$ cat src/rtl/vedic_mult_24.sv
// Unsigned 24x24 Urdhva-Tiryagbhyam multiplier with a registered 48-bit product.
// The tree is built 24 -> 12 -> 6 -> 3 bits and uses no '*' operator.
module vedic_mult_24 (
    input  logic        clk,
    input  logic        rst_n,
    input  logic        in_valid,
    input  logic [23:0] a,
    input  logic [23:0] b,
    output logic        out_valid,
    output logic [47:0] p
);

    localparam int DATA_W = 24;

    // Base block: explicit column sums; each column's carry ripples into the next.
    function automatic logic [5:0] mul3(input logic [2:0] x, input logic [2:0] y);
        logic [2:0] col1, col2, col3, col4;
        logic [5:0] r;
        r[0] = x[0] & y[0];
        col1 = {2'b00, x[1] & y[0]} + {2'b00, x[0] & y[1]};
        r[1] = col1[0];
        col2 = {2'b00, x[2] & y[0]} + {2'b00, x[1] & y[1]} + {2'b00, x[0] & y[2]}
             + {1'b0, col1[2:1]};
        r[2] = col2[0];
        col3 = {2'b00, x[2] & y[1]} + {2'b00, x[1] & y[2]} + {1'b0, col2[2:1]};
        r[3] = col3[0];
        col4 = {2'b00, x[2] & y[2]} + {1'b0, col3[2:1]};
        r[5:4] = col4[1:0];
        return r;
    endfunction

    // Each level: {HH, LL} plus the (N+1)-bit cross sum shifted up by N/2.
    function automatic logic [11:0] mul6(input logic [5:0] x, input logic [5:0] y);
        logic [5:0]  ll, hl, lh, hh;
        logic [6:0]  mid;
        ll  = mul3(x[2:0], y[2:0]);
        hl  = mul3(x[5:3], y[2:0]);
        lh  = mul3(x[2:0], y[5:3]);
        hh  = mul3(x[5:3], y[5:3]);
        mid = {1'b0, hl} + {1'b0, lh};
        return {hh, ll} + ({5'b0, mid} << 3);
    endfunction

    function automatic logic [23:0] mul12(input logic [11:0] x, input logic [11:0] y);
        logic [11:0] ll, hl, lh, hh;
        logic [12:0] mid;
        ll  = mul6(x[5:0], y[5:0]);
        hl  = mul6(x[11:6], y[5:0]);
        lh  = mul6(x[5:0], y[11:6]);
        hh  = mul6(x[11:6], y[11:6]);
        mid = {1'b0, hl} + {1'b0, lh};
        return {hh, ll} + ({11'b0, mid} << 6);
    endfunction

    function automatic logic [47:0] mul24(input logic [DATA_W-1:0] x,
                                          input logic [DATA_W-1:0] y);
        logic [23:0] ll, hl, lh, hh;
        logic [24:0] mid;
        ll  = mul12(x[11:0], y[11:0]);
        hl  = mul12(x[23:12], y[11:0]);
        lh  = mul12(x[11:0], y[23:12]);
        hh  = mul12(x[23:12], y[23:12]);
        mid = {1'b0, hl} + {1'b0, lh};
        return {hh, ll} + ({23'b0, mid} << 12);
    endfunction

    logic [47:0] prod_p0;
    logic [47:0] prod_p1;
    logic        vld_p1;

    always_comb begin
        prod_p0 = mul24(a, b);
    end

    // Stage p0 -> p1: product register; holds through in_valid gaps.
    always_ff @(posedge clk or negedge rst_n) begin
        if (!rst_n) begin
            prod_p1 <= 48'd0;
            vld_p1  <= 1'b0;
        end else begin
            vld_p1 <= in_valid;
            if (in_valid)
                prod_p1 <= prod_p0;
        end
    end

    assign p         = prod_p1;
    assign out_valid = vld_p1;

endmodule

$ cat config.mk
export PLATFORM = sky130hd
export DESIGN_NAME = vedic_mult_24
export DESIGN_NICKNAME = d
export VERILOG_FILES = /design/src/rtl/vedic_mult_24.sv
export SDC_FILE = /design/constraint.sdc
export NUM_CORES = 2
export LEC_CHECK = 0
export BUFFER_PORTS_ARGS = -buffer_cell sky130_fd_sc_hd__buf_4
export CORE_MARGIN = 10
export CORE_UTILIZATION = 65
export DETAILED_ROUTE_END_ITERATION = 10
export HOLD_SLACK_MARGIN = 0.05
export PLACE_DENSITY_LB_ADDON = 0.05
export SYNTH_ARGS = -nofsm -noshare
export SYNTH_HDL_FRONTEND = slang
export SYNTH_SLANG_ARGS = --single-unit
$ cat constraint.sdc
create_clock -name clk -period 0.88 [get_ports clk]
set_input_delay 0.132 -clock clk [delete_from_list [all_inputs] [get_ports clk]]
set_output_delay 0.132 -clock clk [all_outputs]
set_load 0.005 [all_outputs]
==> impl_metrics.csv <==
group,metric,value,unit
status,outcome,"finished with violations",
status,violations,"setup timing",
timing,slew_headroom,54.80,%
timing,setup_viol_count_final,96,
worst_setup_path,reg2reg_depth,2,
timing,rsz0062_at_grt,"yes",
worst_setup_path,crit_slowest_cell,"fa_1",
grt,grt_pass1_wl,144000,µm
routing,drt_wl_total,111500,µm
grt,grtUsageMet3,4.753,%
cts,clock_latency,0.31,ns
grt,met2_usage,60.90,%
worst_setup_path,crit_top_cell,"ha_1",
placement,numPortBuffers,99,
worst_setup_path,worstPathRequired,1.09,ns
die,start_util,65.40,%
die,core,40650,µm²
timing,period_share,1077,%
worst_setup_path,cp_slowest_stage_delay,0.64,ns
placement,hpwlAfterDp,66890,µm
worst_setup_path,timing.critical_path.from,"a[1]",
cts,cts_root_buffer,"clkbuf_16",
hold_path,min_path_cells,2,
cells_and_area,final_cell_mix,"690 x buf_4, 436 x ha_1, 360 x inv_1",
logic_synthesis,synth_cells,3239,
grt,globalRoute.totalOverflow,0,
worst_setup_path,cp.buffers_inverters,7,
die,die_w,222.2,µm
die,rows,74,
worst_setup_path,path_depth,46,
cells_and_area,nNetsFinal,4783,
placement,place.gp.congestion,0.9554,
worst_setup_path,endpoint_kind,"register",
timing,worst_slew_pin_slew,0.6732,ns
routing,detail-route-antenna-nets,0,
timing,max_freq,105.6,MHz
cells_and_area,layout_commonest_cell,"buf_4",
worst_setup_path,path_delay_family,"adder cells",
cells_and_area,multi_input_area,26630,µm²
cells_and_area,seqCellArea,1227,µm²
worst_setup_path,arrival,9.68,ns
logic_synthesis,avgSynthCellArea,8.208,µm²
hold_path,min_from,"in_valid",
die,die_h,222.2,µm
worst_setup_path,crit_fanout,10,
cts,path_clk_slew,0.09,ns
routing,first_pass_iters,9,
cts,clkSinkCount,49,
die,dieArea,49390,µm²
timing,holdWs,0.1950,ns
routing,avgRoutedWirePerCell,24.86,µm
logic_synthesis,synth.ff_latch_count,49,
logic_synthesis,yosys_warnings,0,
grt,first_global_vias,28165,
logic_synthesis,syn_nets,4075,
timing,setup_ws,-8.594,ns
hold_path,hp-class,"primary input to register",
logic_synthesis,async_flop_share,100.0,%
cells_and_area,drive_above_1_share,35.36,%
worst_setup_path,critical_path_class,"primary input to register",
routing,vias,28904,
grt,antenna_found_initial,12,
grt,busiest_layer,"met2",
worst_setup_path,worstReg2RegStart,"p[21]",
routing,drtIter0Drc,3636,
cts,cts-buffers-inserted,5,
cells_and_area,area_delta_synth_final,38.73,%
worst_setup_path,critPathLaunchType,"primary input",
logic_synthesis,synth_ff_type,"dfrtp_1",
die,io_pins,100,
logic_synthesis,ys_seq_area_share,4.612,%
timing,period_minus_slack,9.474,ns
cells_and_area,num-fill-cells,1693,
cts,clk_path_buf_depth,2,
grt,gr-usage-all-layers,35.28,%
grt,use_met1,42.04,%
routing,drc,0,
timing,hold_violations,0,
logic_synthesis,synth-edff-count,0,
timing,maxSlewViolCount,0,
job,cap_violations,0,
logic_synthesis,netlist_area,26580,µm²
cts,cts_tree,"done",
logic_synthesis,yosysUniqueCellTypes,67,
grt,grt_max_degree,50,
routing,viasPerCell,6.447,
timing,fin_skew,0,ns
timing,setup_tns,-310.06,ns
cts,h-tree-depth,2,
==> logic make-up after synthesis <==
kind of cell	share of synthesized area (%)
AND/OR/NAND/NOR	18.44
multiplexers	1.478
buffers and inverters	7.286
adder cells (fa/ha/maj)	43.53
flip-flops	4.612
AO/OA/AOI/OAI	13.95
XOR/XNOR	10.70
==> flip-flops by register name (all words and copies together) (netlist names) <==
signal,count
out_valid,1
p,48
==> final cells by class <==
cell class	instances	share of cell area, %
diodes	3	0.02036
clock buffers	5	0.3393
flip-flops and latches	49	3.328
inverters	407	4.143
repair buffers	810	18.08
multi-input cells	2674	72.21
well taps	532	1.805
clock inverters	3	0.07803
==> worst reg2reg max path, delay by kind of cell, from the launching register on <==
family | cells | cell delay, ns
mux | 1 | 0.29
buf+inv | 1 | 0.15
flops | 1 | 0.43
==> cells in the mapped netlist, types with 7 or more instances <==
cell type | count | area, µm²
inv_1 | 407 | 1528
o21ai_1 | 12 | 60.06
ha_1 | 552 | 6907
o211ai_1 | 10 | 75.07
nor3_1 | 17 | 85.08
and2_1 | 380 | 2377
or2_2 | 7 | 43.79
o21a_1 | 26 | 195.2
dfrtp_1 | 49 | 1226
o21ai_0 | 65 | 325.3
and3_1 | 7 | 43.79
a31oi_1 | 8 | 50.05
nand3_1 | 31 | 155.2
o21bai_1 | 72 | 540.5
fa_1 | 233 | 4664
clkbuf_1 | 109 | 409.1
or3_1 | 8 | 50.05
nand4_1 | 9 | 56.30
nor2b_1 | 45 | 281.5
a21oi_1 | 226 | 1131
nor2_1 | 147 | 551.8
nand2_1 | 262 | 983.4
xnor2_1 | 231 | 2023
nand2b_1 | 23 | 143.9
xor2_1 | 92 | 805.8
mux2_2 | 34 | 382.9
a211oi_1 | 17 | 127.6
a21o_1 | 83 | 623.1
==> final timing paths <==
| path | endpoint | slack, ns |
|---|---|---|
| setup / recovery | p[47] | -8.59 |
| hold / removal | out_valid | 0.20 |
| setup reg to reg | p[21] | -0.11 |
| hold reg to reg | p[1] | 0.54 |
| max in group asynchronous | p[25] | 0.25 |
| min in group asynchronous | p[2] | 0.35 |
==> what timing repair did <==
item,in CTS,in global routing
endpoints found under the hold margin,49,0
setup endpoints to repair,96,97
setup buffers,67,68
pin swaps,179,243
resized for setup,266,276
hold buffers,1,0
cloned,1,1
==> through the flow <==
step	instances	setup slack, ns	cell area, µm²	utilization, %
after floorplan	3239	-7.248	27840	-
after global placement	4349	-7.876	32970	81.11
after detailed placement	4349	-8.071	32970	81.11
after CTS	4419	-7.563	35000	86.12
after global routing	4482	-8.697	36880	90.73
final	4483	-8.594	36880	90.73
==> layer usage <==
layer	routed length, µm	vias up	share of wire (%)
met5	72	-	0.065
li1	-	12095	-
met4	10140	12	9.1
met2	50490	2232	45
met3	13270	879	12
met1	37480	13686	34
Power is left out: the tool's default activity adds up to more than one toggle a clock period on the data nets, which glitch-free logic cannot reach.
